--- src/rtl/evolved_circuit_tester_if.sv ---
// Host/CUT bundle for the evolved-circuit tester.
// slave: tester side; master: host plus CUT side.
interface evolved_circuit_tester_if #(
    parameter int IN_WIDTH    = 2,
    parameter int NUM_VECTORS = 4
);
    localparam int CW = $clog2(NUM_VECTORS + 1);

    logic                            start;
    logic [NUM_VECTORS*IN_WIDTH-1:0] stim_table;
    logic [NUM_VECTORS-1:0]          exp_table;
    logic [IN_WIDTH-1:0]             cut_in;
    logic                            cut_out;
    logic                            busy;
    logic                            done;
    logic [NUM_VECTORS-1:0]          fail_mask;
    logic [CW-1:0]                   mismatch_count;
    logic [CW-1:0]                   unstable_count;

    modport slave (
        input  start, stim_table, exp_table, cut_out,
        output cut_in, busy, done, fail_mask,
        output mismatch_count, unstable_count
    );

    modport master (
        output start, stim_table, exp_table, cut_out,
        input  cut_in, busy, done, fail_mask,
        input  mismatch_count, unstable_count
    );
endinterface

--- src/rtl/evolved_circuit_tester.sv ---
// Drives a captured vector table into an async CUT, samples its
// synchronized output and reports per-vector pass/fail and counts.
// Ports: clk, rst (sync, active high), bus (slave modport).
module evolved_circuit_tester #(
    parameter int IN_WIDTH      = 2,
    parameter int NUM_VECTORS   = 4,
    parameter int SETTLE_CYCLES = 4,
    parameter int SAMPLES       = 3
) (
    input logic                      clk,
    input logic                      rst,
    evolved_circuit_tester_if.slave  bus
);
    localparam int CW  = $clog2(NUM_VECTORS + 1);
    localparam int VW  = $clog2(NUM_VECTORS + 1);
    localparam int SCW = $clog2(SETTLE_CYCLES + 1);
    localparam int SPW = $clog2(SAMPLES + 1);
    localparam int TW  = NUM_VECTORS * IN_WIDTH;

    typedef enum logic [1:0] {
        S_IDLE,
        S_SETTLE,
        S_SAMPLE,
        S_FINISH
    } state_t;

    state_t                 state_q, state_d;
    logic [SCW-1:0]         set_cnt_q, set_cnt_d;
    logic [SPW-1:0]         samp_cnt_q, samp_cnt_d;
    logic [VW-1:0]          vidx_q, vidx_d;
    logic [TW-1:0]          stim_q, stim_d;
    logic [NUM_VECTORS-1:0] exp_q, exp_d;
    logic [IN_WIDTH-1:0]    cut_in_q, cut_in_d;
    logic                   busy_q, busy_d;
    logic                   done_q, done_d;
    logic [NUM_VECTORS-1:0] fail_q, fail_d;
    logic [CW-1:0]          mm_q, mm_d;
    logic [CW-1:0]          un_q, un_d;
    logic                   first_q, first_d;
    logic                   diff_q, diff_d;
    logic                   sync1_q, sync2_q;

    logic                   first_now;
    logic                   diff_now;
    logic                   exp_bit;
    logic [IN_WIDTH-1:0]    next_vec;
    logic [NUM_VECTORS-1:0] vbit;

    always_ff @(posedge clk) begin
        if (rst) begin
            state_q    <= S_IDLE;
            set_cnt_q  <= '0;
            samp_cnt_q <= '0;
            vidx_q     <= '0;
            stim_q     <= '0;
            exp_q      <= '0;
            cut_in_q   <= '0;
            busy_q     <= 1'b0;
            done_q     <= 1'b0;
            fail_q     <= '0;
            mm_q       <= '0;
            un_q       <= '0;
            first_q    <= 1'b0;
            diff_q     <= 1'b0;
            sync1_q    <= 1'b0;
            sync2_q    <= 1'b0;
        end else begin
            state_q    <= state_d;
            set_cnt_q  <= set_cnt_d;
            samp_cnt_q <= samp_cnt_d;
            vidx_q     <= vidx_d;
            stim_q     <= stim_d;
            exp_q      <= exp_d;
            cut_in_q   <= cut_in_d;
            busy_q     <= busy_d;
            done_q     <= done_d;
            fail_q     <= fail_d;
            mm_q       <= mm_d;
            un_q       <= un_d;
            first_q    <= first_d;
            diff_q     <= diff_d;
            sync1_q    <= bus.cut_out;
            sync2_q    <= sync1_q;
        end
    end

    always_comb begin
        state_d    = state_q;
        set_cnt_d  = set_cnt_q;
        samp_cnt_d = samp_cnt_q;
        vidx_d     = vidx_q;
        stim_d     = stim_q;
        exp_d      = exp_q;
        cut_in_d   = cut_in_q;
        busy_d     = busy_q;
        done_d     = 1'b0;
        fail_d     = fail_q;
        mm_d       = mm_q;
        un_d       = un_q;
        first_d    = first_q;
        diff_d     = diff_q;

        exp_bit  = 1'b0;
        next_vec = '0;
        vbit     = '0;
        for (int v = 0; v < NUM_VECTORS; v++) begin
            if (v == int'(vidx_q)) begin
                exp_bit = exp_q[v];
                vbit[v] = 1'b1;
            end
            if (v == int'(vidx_q) + 1)
                next_vec = stim_q[v*IN_WIDTH +: IN_WIDTH];
        end

        // First sample of a vector is the reference; later ones
        // only record whether they disagreed with it.
        first_now = (samp_cnt_q == '0) ? sync2_q : first_q;
        diff_now  = diff_q |
                    ((samp_cnt_q != '0) && (sync2_q != first_q));

        unique case (state_q)
            S_IDLE, S_FINISH: begin
                if (state_q == S_FINISH)
                    state_d = S_IDLE;
                if (bus.start) begin
                    stim_d    = bus.stim_table;
                    exp_d     = bus.exp_table;
                    cut_in_d  = bus.stim_table[IN_WIDTH-1:0];
                    busy_d    = 1'b1;
                    fail_d    = '0;
                    mm_d      = '0;
                    un_d      = '0;
                    vidx_d    = '0;
                    set_cnt_d = '0;
                    state_d   = S_SETTLE;
                end
            end
            S_SETTLE: begin
                if (set_cnt_q == SCW'(SETTLE_CYCLES - 1)) begin
                    set_cnt_d  = '0;
                    samp_cnt_d = '0;
                    diff_d     = 1'b0;
                    state_d    = S_SAMPLE;
                end else begin
                    set_cnt_d = set_cnt_q + SCW'(1);
                end
            end
            S_SAMPLE: begin
                first_d = first_now;
                diff_d  = diff_now;
                if (samp_cnt_q == SPW'(SAMPLES - 1)) begin
                    samp_cnt_d = '0;
                    diff_d     = 1'b0;
                    if (diff_now) begin
                        un_d   = un_q + CW'(1);
                        fail_d = fail_q | vbit;
                    end else if (first_now != exp_bit) begin
                        mm_d   = mm_q + CW'(1);
                        fail_d = fail_q | vbit;
                    end
                    if (vidx_q == VW'(NUM_VECTORS - 1)) begin
                        cut_in_d = '0;
                        busy_d   = 1'b0;
                        done_d   = 1'b1;
                        state_d  = S_FINISH;
                    end else begin
                        vidx_d   = vidx_q + VW'(1);
                        cut_in_d = next_vec;
                        state_d  = S_SETTLE;
                    end
                end else begin
                    samp_cnt_d = samp_cnt_q + SPW'(1);
                end
            end
            default: state_d = S_IDLE;
        endcase
    end

    assign bus.cut_in         = cut_in_q;
    assign bus.busy           = busy_q;
    assign bus.done           = done_q;
    assign bus.fail_mask      = fail_q;
    assign bus.mismatch_count = mm_q;
    assign bus.unstable_count = un_q;
endmodule

--- src/flat_wrapper.sv ---
// flat-port wrapper written by rule: the top's interface ports become plain ports
module evolved_circuit_tester_flat 
#(
    parameter int IN_WIDTH      = 2,
    parameter int NUM_VECTORS   = 4,
    parameter int SETTLE_CYCLES = 4,
    parameter int SAMPLES       = 3
)
  (clk, rst, bus_start, bus_stim_table, bus_exp_table, bus_cut_out, bus_cut_in, bus_busy, bus_done, bus_fail_mask, bus_mismatch_count, bus_unstable_count);
  evolved_circuit_tester_if #(.IN_WIDTH(IN_WIDTH), .NUM_VECTORS(NUM_VECTORS)) bus_i ();
  input logic clk;
  input logic rst;
  input wire logic [$bits(bus_i.start)-1:0] bus_start;
  input wire logic [$bits(bus_i.stim_table)-1:0] bus_stim_table;
  input wire logic [$bits(bus_i.exp_table)-1:0] bus_exp_table;
  input wire logic [$bits(bus_i.cut_out)-1:0] bus_cut_out;
  output wire logic [$bits(bus_i.cut_in)-1:0] bus_cut_in;
  output wire logic [$bits(bus_i.busy)-1:0] bus_busy;
  output wire logic [$bits(bus_i.done)-1:0] bus_done;
  output wire logic [$bits(bus_i.fail_mask)-1:0] bus_fail_mask;
  output wire logic [$bits(bus_i.mismatch_count)-1:0] bus_mismatch_count;
  output wire logic [$bits(bus_i.unstable_count)-1:0] bus_unstable_count;
  assign bus_i.start = bus_start;
  assign bus_i.stim_table = bus_stim_table;
  assign bus_i.exp_table = bus_exp_table;
  assign bus_i.cut_out = bus_cut_out;
  assign bus_cut_in = bus_i.cut_in;
  assign bus_busy = bus_i.busy;
  assign bus_done = bus_i.done;
  assign bus_fail_mask = bus_i.fail_mask;
  assign bus_mismatch_count = bus_i.mismatch_count;
  assign bus_unstable_count = bus_i.unstable_count;
  evolved_circuit_tester #(.IN_WIDTH(IN_WIDTH), .NUM_VECTORS(NUM_VECTORS), .SETTLE_CYCLES(SETTLE_CYCLES), .SAMPLES(SAMPLES)) u_core (.clk(clk), .rst(rst), .bus(bus_i));
endmodule
--- config.mk ---
export PLATFORM = sky130hd
export DESIGN_NAME = evolved_circuit_tester_flat
export DESIGN_NICKNAME = d
export VERILOG_FILES = /design/src/rtl/evolved_circuit_tester_if.sv /design/src/rtl/evolved_circuit_tester.sv /design/src/flat_wrapper.sv
export SDC_FILE = /design/constraint.sdc
export NUM_CORES = 1
export LEC_CHECK = 0
export CORE_MARGIN = 2
export CORE_UTILIZATION = 40
export CTS_BUF_LIST = sky130_fd_sc_hd__clkbuf_16
export CTS_CLUSTER_SIZE = 28
export DETAILED_ROUTE_END_ITERATION = 16
export DONT_BUFFER_PORTS = 1
export PLACE_DENSITY = 0.67
export SLEW_MARGIN = 20
export SYNTH_ARGS = -nofsm -noshare
export SYNTH_HDL_FRONTEND = slang
export SYNTH_SLANG_ARGS = --single-unit
--- constraint.sdc ---
create_clock -name clk -period 1.81 [get_ports clk]
set_input_delay 0.543 -clock clk [delete_from_list [all_inputs] [get_ports clk]]
set_output_delay 0.543 -clock clk [all_outputs]
set_load 0.02 [all_outputs]
=== Word-level counts from Yosys, hierarchy flattened ===
Index checks and enable logic that the tools add are counted.

* Register bits after elaboration: 40
* Bits of input ports: 16
* Output and inout bits: 14
* Logic and storage cells: 123

* $add $sub $neg: 6
* Equality and inequality tests: 24
* Multiplexer cells: 52
* Bitwise operators: 4
* Reduce and logical (&&, ||, !) cells: 21

{| class="wikitable"
|+ Operators by type and width
! kind !! count
|-
| $eq A3 B32 Y1 const A || 2
|-
| $eq A2 B32 Y1 const A || 1
|-
| $logic_not A32 Y1 || 1
|-
| $mux W2 || 14
|-
| $mux W3 || 9
|-
| $pmux W3 S2 || 4
|-
| $mux W4 || 4
|-
| $reduce_and A4 Y1 || 4
|-
| $mux W1 || 15
|-
| $add A3 B1 Y3 const B || 4
|-
| $ne A2 B1 Y1 const B || 5
|-
| $pmux W2 S2 || 2
|-
| $pmux W4 S2 || 1
|-
| $reduce_bool A2 Y1 || 4
|-
| $eq A2 B2 Y1 const B || 3
|-
| $eq A3 B2 Y1 const B || 2
|-
| $eq A3 B3 Y1 const A || 2
|-
| $ne A2 B2 Y1 const B || 3
|-
| $pmux W2 S3 || 1
|-
| $reduce_and A2 Y1 || 3
|-
| $reduce_and A3 Y1 || 2
|-
| $reduce_and A5 Y1 || 1
|-
| $add A3 B1 Y4 const B || 1
|-
| $logic_not A2 Y1 || 2
|-
| 14 further kinds || 17
|}

=== Logic depth before layout (Yosys ltp) ===
Gate-level depths: netlist (run 1).

* Depth after elaboration: 10
* Depth in mapped cells: 8
* Depth with buffers taken out: 7

=== Least setup slack after synthesis (run 1) ===
Ideal clock, no wire load.

* Path kind: register -> register
* From: register u_core.vidx_q[0]
* To: register u_core.mm_q[2], in the netlist u_core.bus.mismatch_count[2]
* Arrival time: 1751 ps
* Slack: -74 ps
* Cell stages (with the launch flop): 8
* Period minus slack after synthesis: 1884 ps
* Cell sequence: dfxtp_1 -> inv_1 -> ha_1 -> nor2b_1 -> o31a_1 -> o32ai_4 -> a31o_1 -> a31oi_1

* Word-level cells in the longest chain between the ends: 8
* Elaborated cells between the ends (all ways): 11

{| class="wikitable"
|+ RTL lines
! what !! RTL line !! source
|-
| from (decl) || evolved_circuit_tester.sv:30 || <nowiki>logic [VW-1:0] vidx_q, vidx_d;</nowiki>
|-
| from (signal assigned) || evolved_circuit_tester.sv:71 || <nowiki>vidx_q <= vidx_d;</nowiki>
|-
| $logic_not A3 Y1 || evolved_circuit_tester.sv:107 || <nowiki>if (v == int'(vidx_q)) begin</nowiki>
|-
| $mux W1 (3 in series) || evolved_circuit_tester.sv:107 ||
|-
| $mux W1 (*) || evolved_circuit_tester.sv:107 ||
|-
| $ne A1 B1 Y1 (*) || evolved_circuit_tester.sv:157 || <nowiki>end else if (first_now != exp_bit) begin</nowiki>
|-
| $ne A2 B1 Y1 (no line) (*) || -- ||
|-
| $reduce_and A5 Y1 (no line) (*) || -- ||
|-
| to (signal assigned) || evolved_circuit_tester.sv:78 || <nowiki>mm_q <= mm_d;</nowiki>
|-
| to (decl) || evolved_circuit_tester.sv:37 || <nowiki>logic [CW-1:0] mm_q, mm_d;</nowiki>
|}

Every way passes the cells marked *; elsewhere a longest branch is shown, timed or not.
A chain may end at the register's enable or synchronous reset.

=== Final worst setup path (run 1) ===
* From: register u_core.vidx_q[1]
* To: register u_core.fail_q[1], in the netlist u_core.bus.fail_mask[1]

* Word-level cells in the longest chain between the ends: 8
* Elaborated cells between the ends (all ways): 17

{| class="wikitable"
|+ RTL lines
! what !! RTL line !! source
|-
| $logic_not A3 Y1 || evolved_circuit_tester.sv:107 ||
|-
| $mux W1 (4 in series) || evolved_circuit_tester.sv:107 ||
|-
| $ne A1 B1 Y1 || evolved_circuit_tester.sv:157 ||
|-
| $ne A3 B1 Y1 (no line) || -- ||
|-
| $reduce_and A4 Y1 (no line) || -- ||
|-
| to (signal assigned) || evolved_circuit_tester.sv:77 || <nowiki>fail_q <= fail_d;</nowiki>
|-
| to (decl) || evolved_circuit_tester.sv:36 || <nowiki>logic [NUM_VECTORS-1:0] fail_q, fail_d;</nowiki>
|}

Parallel ways exist; a longest one is shown, timed or not. The select of a mux whose other input is x is not followed.

==> impl_metrics.csv, run 1 <==
group,metric,value,unit
clock_network,cts_hold_buffers,0,
critical_path,critical_path_peak_fanout,10,
timing,fmax,534.3,MHz
clock_network,cts_tree,"done",
timing,finClkSkew,0.004025,ns
floorplan,start_util,42.10,%
timing,setup_violations,7,
power_and_ir_drop,ir_drop,0.0003982,V
critical_path,timing_worst_setup_path_type,"flip-flop to flip-flop",
synth,ys.warnings.count,0,
clock_network,cts.clk_slew.worst_paths,0.06,ns
floorplan,row_count,25,
timing,tightest_slew,0.3947,ns
route,vias_per_cell,5.447,
synth,mappedNetlistArea,2028,um2
floorplan,design.portCount,30,
final_layout,nets,291,
synth,netlist.area_leader.share,39.48,%
timing,slew_headroom,73.51,%
floorplan,die_h,75.21,um
timing,grt_setup_unrepaired,"true",
flow_run,maxCapViolations,0,
clock_network,clk-insertion-delay-late,0.28,ns
synth,syn-num-nets,273,
placed_design,place_area,2277,um2
critical_path,path_cells,"inv_4, ha_4, nand3b_1, a2111oi_4, o32ai_4, buf_12, o2111ai_1, a21oi_1",
critical_path,max_stage_delay,0.38,ns
final_layout,fin_util,51.66,%
synth,synth_cells,246,
clock_network,clock_path_buffers,2,
synth,synth_ff_type,"dfxtp_1",
critical_path,critPathArrivalTime,2.04,ns
global_route,track_usage,17.92,%
clock_network,h-tree-depth,2,
global_route,grt_max_degree,38,
route,drc_errors,0,
timing,slew_viol_final,0,
final_layout,area_growth,22.70,%
final_layout,fin_area,2489,um2
synth,avgSynthCellArea,8.245,um2
synth,synth_edf_count,0,
synth,synth_seq_area_share,39.48,%
floorplan,die_area,5656,um2
timing,setup_ws,-0.06165,ns
route,ant_nets,0,
synth,ys_seq_elements,40,
placed_design,dp_hpwl,3415,um
placed_design,place_congestion,0.7796,
synth,yosysMostFrequentCell,"nand2_1",
clock_network,clock-sinks,40,
critical_path,start_kind,"flip-flop",
route,drt_pass1_iterations,7,
clock_network,cts_buffers,5,
global_route,first_global_vias,1585,
synth,synthTopCellsByCount,"nand2_1 (42), dfxtp_1 (40), a21oi_1 (24)",
timing,finalCritPeriodShare,103.4,%
route,vias,1803,
synth,synth_area_leaders,"dfxtp_1 (39%), nand2_1 (7.8%), ha_1 (6.8%), a21oi_1 (5.9%), nor2_1 (3.1%)",
global_route,overflow,0,
global_route,antenna_found_initial,0,
route,wl,4951,um
clock_network,clockRootBuffer,"clkbuf_16",
final_layout,antenna_cells,0,
synth,yosysUniqueCellTypes,45,
final_layout,drive_gt1_share,18.94,%
route,first_iter_violations,88,
worst_hold_path,hold_path.class,"input pin to flip-flop",
floorplan,die-width,75.21,um
placed_design,numPortBuffers,0,
run_status,violations,"setup timing",
timing,post-route-min-period,1.872,ns
critical_path,critPathCaptureType,"flip-flop",
run_status,status,"finished, violations left",
timing,report.final.hold_viol_count,0,
route,wl_per_cell,14.96,um
synth,ys_async_sr_fraction,0,%
power_and_ir_drop,power.leakage,0.0009313,uW
critical_path,crit_required,1.97,ns
critical_path,slowest_stage,"dfxtp_4",
floorplan,coreArea,4817,um2
power_and_ir_drop,power_density,811.1,nW/um2
global_route,grt_pass1_wl,7514,um
synth,yosys.area.top_type,"dfxtp_1",
==> worst max-delay path: cells and delay by family (launching register included) <==
family	cells	cell delay [ns]
compound gates	4	0.78
fa+ha+maj	1	0.15
buf+inv	2	0.22
flops	1	0.38
simple gates	1	0.21
==> layout by cell type (no fill, tap or decap), types with 2 or more instances in the layout <==
cell,Yosys,final
ha_2,0,3
nand2_1,42,42
dfxtp_4,0,2
o31ai_1,4,3
ha_1,11,5
nor3b_1,3,3
inv_4,0,2
and2_1,3,3
buf_12,0,2
nor2_1,17,17
inv_1,14,13
ha_4,0,3
a21oi_1,24,24
o2111ai_1,3,3
a21o_1,4,4
dfxtp_1,40,37
nand4_1,2,2
a31oi_1,5,5
buf_6,0,3
nor2b_1,9,7
o21ai_1,5,5
buf_4,0,16
clkbuf_16,0,5
a211oi_1,2,2
nor3_1,10,10
o21ai_0,2,2
mux2i_1,3,3
a22oi_1,4,4
a221oi_1,4,3
nand3_1,2,2
==> state kept, by name (all words and copies together) (netlist names) <==
register,count
u_core.first_q,1
u_core.bus.unstable_count,3
u_core.bus.cut_in,2
u_core.exp_q,4
u_core.sync2_q,1
u_core.bus.mismatch_count,3
u_core.bus.done,1
u_core.stim_q,8
u_core.vidx_q,3
u_core.bus.busy,1
u_core.sync1_q,1
u_core.diff_q,1
u_core.samp_cnt_q,2
u_core.bus.fail_mask,4
u_core.set_cnt_q,3
u_core.state_q,2
==> what timing repair did <==
action / in CTS / in global routing
setup buffers: 1 / 3
gates resized for setup: 2 / 16
endpoints found under the setup margin: 7 / 13
pin swaps: 2 / 3
hold endpoints to repair: 0 / 0
==> metrics by stage <==
| step | TNS [ns] | hold slack [ns] | total power, uW | std cells | setup slack [ns] |
|---|---|---|---|---|---|
| 5_1_grt | -0.9664 | 0.3150 | 2101 | 331 | -0.1683 |
| 4_1_cts | -0.3303 | 0.3204 | 2012 | 329 | -0.06685 |
| 2_1_floorplan | 0 | 0.4138 | 1132 | 246 | 0.007495 |
| 6_report | -0.2807 | 0.3271 | 2019 | 331 | -0.06165 |
| 3_5_place_dp | -0.6416 | 0.4364 | 1191 | 322 | -0.1041 |
| 3_3_place_gp | -0.2900 | 0.4280 | 1187 | 322 | -0.05889 |
==> path summary, 6_finish.rpt <==
kind | start | end | slack (ns) | cells past startpoint
hold / removal | rst | u_core.sync1_q$_SDFF_PP0_ | 0.33 | 1
hold reg to reg | u_core.stim_q[0]$_SDFFE_PP0P_ | u_core.stim_q[0]$_SDFFE_PP0P_ | 0.45 | 2
setup reg to reg | u_core.vidx_q[1]$_SDFFE_PP0P_ | u_core.bus.fail_mask[1]$_SDFFE_PP0P_ | -0.06 | 8
setup / recovery | u_core.vidx_q[1]$_SDFFE_PP0P_ | u_core.bus.fail_mask[1]$_SDFFE_PP0P_ | -0.06 | 8
==> cell type report <==
cell class              count  area (um2)
multi-input cells         181        1206
clock buffers               5       125.1
repair buffers             21       193.9
inverters                  15       61.31
well taps                  67       83.83
flip-flops and latches     40       809.5
clock inverters             2       8.758
fillers                   488        2328
==> cells by family after synthesis <==
logic type               synth area share [%]
AO/OA/AOI/OAI                           25.42
XOR/XNOR                               0.4319
adder cells (fa/ha/maj)                 6.786
buffers and inverters                   4.627
flip-flops                              39.48
multiplexers                            1.481
AND/OR/NAND/NOR                         21.78
==> power breakdown <==
part | switching, uW | leakage, uW | internal (uW)
clock network | 334 | 0.0000709 | 495
logic | 134 | 0.000532 | 110
registers | 33.2 | 0.000328 | 913
==> routing by layer <==
layer	share of wire, %	vias up	track usage [%]	routed length, um
met5	0	-	0	0
met3	5.0	8	5.622	247
met1	45	855	22.19	2231
met4	1.8	0	7.407	89
met2	48	32	28.95	2382
li1	-	908	-	-
Note: power is estimated with default switching activity, not from simulation.
==> inputs of run 2 (changes only) <==
--- a/config.mk
+++ b/config.mk
@@ -12,7 +12,6 @@
 export DETAILED_ROUTE_END_ITERATION = 16
 export DONT_BUFFER_PORTS = 1
 export PLACE_DENSITY = 0.67
-export SLEW_MARGIN = 20
 export SYNTH_ARGS = -nofsm -noshare
 export SYNTH_HDL_FRONTEND = slang
 export SYNTH_SLANG_ARGS = --single-unit
==> results of run 2 <==
Same layout as run 1: the final DEF is identical, and so are final timing and power.
==> inputs of run 3 (changes only) <==
==> constraint.sdc (replaced) <==
create_clock -name clk -period 1.81 [get_ports clk]
set_input_delay 0.181 -clock clk [delete_from_list [all_inputs] [get_ports clk]]
set_output_delay 0.181 -clock clk [all_outputs]
set_load 0.02 [all_outputs]
==> impl_metrics.csv, run 3 (synthesized netlist as in run 1, its figures left out) <==
group,metric,value,unit
run_status,status,"finished, violations left",
run_status,violations,"setup timing",
critical_path,critPathArrivalTime,2.03,ns
power_and_ir_drop,net-switching-power,513.5,uW
placed_design,dp_hpwl,3415,um
final_layout,largest_reg_flops,8,
flow_run,maxCapViolations,0,
route,drt_pass1_iterations,4,
floorplan,die_h,75.21,um
global_route,grt_max_degree,37,
floorplan,coreArea,4817,um2
power_and_ir_drop,comb_power_share,12.8,%
placed_design,place_area,2277,um2
critical_path,crit_required,1.97,ns
final_layout,nFillCells,485,
critical_path,r2r_setup_slack,-0.06,ns
route,vias_per_cell,5.449,
route,wl,4993,um
power_and_ir_drop,power,2036,uW
clock_network,cts_tree,"done",
final_layout,nets,292,
power_and_ir_drop,power_density,809.8,nW/um2
timing,setup_ws,-0.06127,ns
final_layout,fin_area,2514,um2
critical_path,start_kind,"flip-flop",
placed_design,place_congestion,0.7796,
power_and_ir_drop,ir_drop,0.0003987,V
global_route,grt_pass1_wl,7569,um
worst_hold_path,min_from,"bus_stim_table[4]",
route,ant_nets,0,
final_layout,fin_util,52.18,%
timing,report.final.hold_viol_count,0,
timing,slew_viol_final,0,
power_and_ir_drop,pwr-share-clk,40.7,%
timing,finalCritPeriodShare,103.4,%
route,drc_errors,0,
floorplan,die-width,75.21,um
route,first_iter_violations,82,
clock_network,cts.clk_slew.worst_paths,0.06,ns
final_layout,final_cell_mix,"nand2_1 (42), dfxtp_1 (37), a21oi_1 (24)",
timing,slew_headroom,74.23,%
critical_path,timing_worst_setup_path_type,"flip-flop to flip-flop",
worst_hold_path,hold_path.class,"input pin to flip-flop",
clock_network,clock_path_buffers,2,
final_layout,regMostFlops,"u_core.stim_q",
floorplan,die_area,5656,um2
floorplan,start_util,42.10,%
timing,finClkSkew,0.004402,ns
critical_path,endpoint,"u_core.bus.fail_mask[1]$_SDFFE_PP0P_",
timing,fmax,534.4,MHz
power_and_ir_drop,p_seq_share,46.5,%
placed_design,numPortBuffers,0,
global_route,track_usage,18.06,%
route,wl_per_cell,15.04,um
clock_network,cts_buffers,5,
timing,grt_setup_unrepaired,"true",
critical_path,critical_path_peak_fanout,10,
critical_path,startpoint,"u_core.vidx_q[1]$_SDFFE_PP0P_",
global_route,antenna_found_initial,0,
power_and_ir_drop,switching_share,25.23,%
critical_path,worst_r2r_path_depth,8,
final_layout,drive_gt1_share,19.62,%
route,vias,1809,
clock_network,clockRootBuffer,"clkbuf_16",
critical_path,r2r_start,"u_core.vidx_q[1]$_SDFFE_PP0P_",
final_layout,final_common_cell,"nand2_1",
power_and_ir_drop,power.leakage,0.0009410,uW
timing,tightest_slew,0.3839,ns
timing,setup_violations,7,
critical_path,critPathCaptureType,"flip-flop",
clock_network,h-tree-depth,2,
floorplan,row_count,25,
power_and_ir_drop,internal_power,1522,uW
clock_network,clock-sinks,40,
timing,post-route-min-period,1.871,ns
floorplan,design.portCount,30,
critical_path,r2r-end,"u_core.bus.fail_mask[1]$_SDFFE_PP0P_",
global_route,overflow,0,
final_layout,antenna_cells,0,
clock_network,clk-insertion-delay-late,0.28,ns
final_layout,area_growth,23.94,%
global_route,first_global_vias,1576,
[run 3: cell count changes in the layout (fill, tap and decap cells not counted), sizes merged]
cell	delta
buf	+1
[run 3: through the flow]
stage	TNS (ns)	setup slack (ns)	cells	hold slack, ns
after floorplan	0	0.007495	246	0.3092
after global placement	-0.2900	-0.05889	322	0.2526
after detailed placement	-0.6416	-0.1041	322	0.2534
after CTS	-0.3301	-0.06683	330	0.02743
after global routing	-0.9687	-0.1685	332	0.02589
final	-0.2703	-0.06127	332	0.02925
[run 3: how the worst min path moves through the flow]
stage	to	slack (ns)	cells after the start
2_1_floorplan	u_core.sync1_q$_SDFF_PP0_	0.31	1
3_5_place_dp	u_core.vidx_q[0]$_SDFFE_PP0P_	0.25	1
4_1_cts	u_core.stim_q[4]$_SDFFE_PP0P_	0.03	2
3_3_place_gp	u_core.vidx_q[0]$_SDFFE_PP0P_	0.25	1
5_1_grt	u_core.stim_q[2]$_SDFFE_PP0P_	0.03	2
6_report	u_core.stim_q[4]$_SDFFE_PP0P_	0.03	2
[run 3: routing by layer]
| layer | GRT usage, % | vias up | routed length [um] |
|---|---|---|---|
| li1 | - | 909 | - |
| met1 | 22.51 | 856 | 2241 |
| met2 | 29.24 | 36 | 2415 |
| met3 | 5.622 | 8 | 250 |
| met4 | 7.018 | 0 | 85 |
| met5 | 0 | - | 0 |
[run 3: critical path, cell delays in order, from the launching register on]
cell and delay, ns:
dfxtp_4 0.38, inv_4 0.05, ha_4 0.15, nand3b_1 0.21
a2111oi_4 0.37, o32ai_4 0.14, buf_12 0.17, o2111ai_1 0.18
a21oi_1 0.09
[run 3: final cells by class]
class	instances	area (um2)	share of cell area (%)
Timing Repair Buffer	22	214.0	8.512
Multi-Input combinational cell	181	1211	48.18
Tap cell	67	83.83	3.335
Clock buffer	5	125.1	4.978
Inverter	15	61.31	2.439
Clock inverter	2	8.758	0.3484
Sequential cell	40	809.5	32.21
[run 3: power by group through the flow]
stage	Sequential [uW]	Clock, uW	Combinational [uW]
CTS	948	841	241
floorplan	963	0	169
finish	946	829	261
global placement	968	0	218
global route	951	885	284
detailed placement	969	0	222
[run 3: timing repair]
action / 4_1_cts / 5_1_grt
pin swaps: 2 / 3
buffers inserted: 1 / 3
gates resized for setup: 2 / 17
hold buffers: 1 / 0
hold endpoints to repair: 36 / 0
endpoints found under the setup margin: 7 / 13
==> patch, RTL diff (flow settings as in run 1) <==
Re-encode `state_t` (4 states) as Gray code, 2 bits wide.
--- a/src/rtl/evolved_circuit_tester.sv
+++ b/src/rtl/evolved_circuit_tester.sv
@@ -19,8 +19,8 @@
 
     typedef enum logic [1:0] {
-        S_IDLE,
-        S_SETTLE,
-        S_SAMPLE,
-        S_FINISH
+        S_IDLE   = 2'b00,
+        S_SETTLE = 2'b01,
+        S_SAMPLE = 2'b11,
+        S_FINISH = 2'b10
     } state_t;
 
Check against the original RTL: no difference found for any inputs over 10 cycles, from zero or initial values and one cycle with rst high; not proved beyond that.
==> patch against run 1 <==
- the run still ends with setup timing left
- count of clock-buffer cells in the layout unchanged
- setup slack worse by 0.090 ns
- area after synthesis down 6.4%
- clock skew grew 0.0025 ns
- fmax shrank 4.6%
- routed wire length fell by 13%
- design area is 9.8% lower
- sequential cell count stayed put
Power is not compared: it rests on default switching activity, and its combinational part moved more than twofold at a synthesized area within 25%.
==> patch: results (changes against run 1) <==
Yosys
  – Post-synth top cells: dfxtp_1, nand2_1, a21oi_1, nor2_1, o21ai_0
  – Seq/Total Area, Yosys: 42.2% (+2.7 points)
  – Synth Area in XOR/XNOR: 1.38% (+0.95 points)
  – Mux contribution to synthesized area: 0.527% (-0.95 points)
  – Cell variety after synth: 46 (+2.2%)

Cells and area
  – Inverters: 6 (-9)
  – Net count, final: 264 (-9.3%)
  – Bufs w/o clock: 17 (-19%)
  – Count of multi-input gates: 170 (-6.1%)
  – Sequential Area: 808 µm² (-0.15%)
  – Non-clock buffer share: 5.69% (-2.1 points)
  – Multi-input combinational area share: 46.6% (-1.9 points)
  – Share of cells above drive strength 1: 16.6% (-2.3 points)

Placement
  – RD Place Congestion: 0.874 (+12%)
  – Final HPWL DP: 3.03 mm (-11%)

Min path
  – Worst Hold Path EP: u_core.first_q$_SDFFE_PP0P_

Floorplan
  – Die X: 72.9 µm (-3.1%)

GRT
  – Vias in the first global route: 1541 (-2.8%)
  – Pin count of the biggest net entering global routing: 36 (-5.3%)
  – First-pass GRT wire length: 7.09 mm (-5.7%)
  – GRT Total Usage: 17.2% (-0.69 points)

Timing
  – Setup Skew: 0.00656 ns (+0.00254 ns)
  – Setup WS post-layout: -0.152 ns (-0.0903 ns)
  – Finish-stage setup viols: 7 (unchanged)

Routing
  – Wirelength per Cell: 14.6 µm (-2.7%)
  – Via count: 1654 (-8.3%)

Critical path
  – Worst Path Max Fanout: 5 (-5)

Run status
  – Status: finished, violations left
  – Failing checks: setup timing
-- patch: changes by cell type in the layout (fill, tap and decap cells not counted), sizes merged, moves of 4 or more --
cell,change
nor3,-5
a31oi,-4
o31ai,-4
a221oi,-4
o21ai,+4
nand2,-5
inv,-10
buf,-4
and3,+6
-- patch: how the worst max path moves through the flow --
stage,start,to
finish,u_core.vidx_q[0]$_SDFFE_PP0P_,u_core.bus.mismatch_count[0]$_SDFFE_PP0P_
global route,u_core.vidx_q[0]$_SDFFE_PP0P_,u_core.bus.mismatch_count[0]$_SDFFE_PP0P_
CTS,u_core.vidx_q[0]$_SDFFE_PP0P_,u_core.bus.mismatch_count[0]$_SDFFE_PP0P_
detailed placement,u_core.vidx_q[1]$_SDFFE_PP0P_,u_core.bus.mismatch_count[2]$_SDFFE_PP0P_
global placement,u_core.vidx_q[1]$_SDFFE_PP0P_,u_core.bus.mismatch_count[2]$_SDFFE_PP0P_
floorplan,u_core.vidx_q[0]$_SDFFE_PP0P_,u_core.bus.mismatch_count[2]$_SDFFE_PP0P_
-- patch: critical path, stage by stage, from the launching register on --
cell and delay (ns):
dfxtp_4 0.41, inv_4 0.05, ha_2 0.18, and2b_1 0.15, a2111o_1 0.40, a41o_1 0.25, or3_1 0.32, a21boi_1 0.12
-- patch: timing repair --
action,in CTS,in global routing
pin swaps,2,2
cloned,0,0
endpoints found under the setup margin,7,7
buffers inserted,2,0
resized for setup,7,1
-- patch: metal layers --
layer	track usage, %	part of all wire (%)	vias up
met2	25.8	42	43
met4	5.76	0.65	0
met5	0	0	-
met1	23.0	50	779
met3	6.35	7.1	2
li1	-	-	830
-- patch: through the flow --
step	instances	TNS, ns
after floorplan	230	-0.0851
after global placement	285	-0.584
after detailed placement	285	-0.698
after CTS	295	-0.678
after global routing	295	-1.50
final	295	-0.755
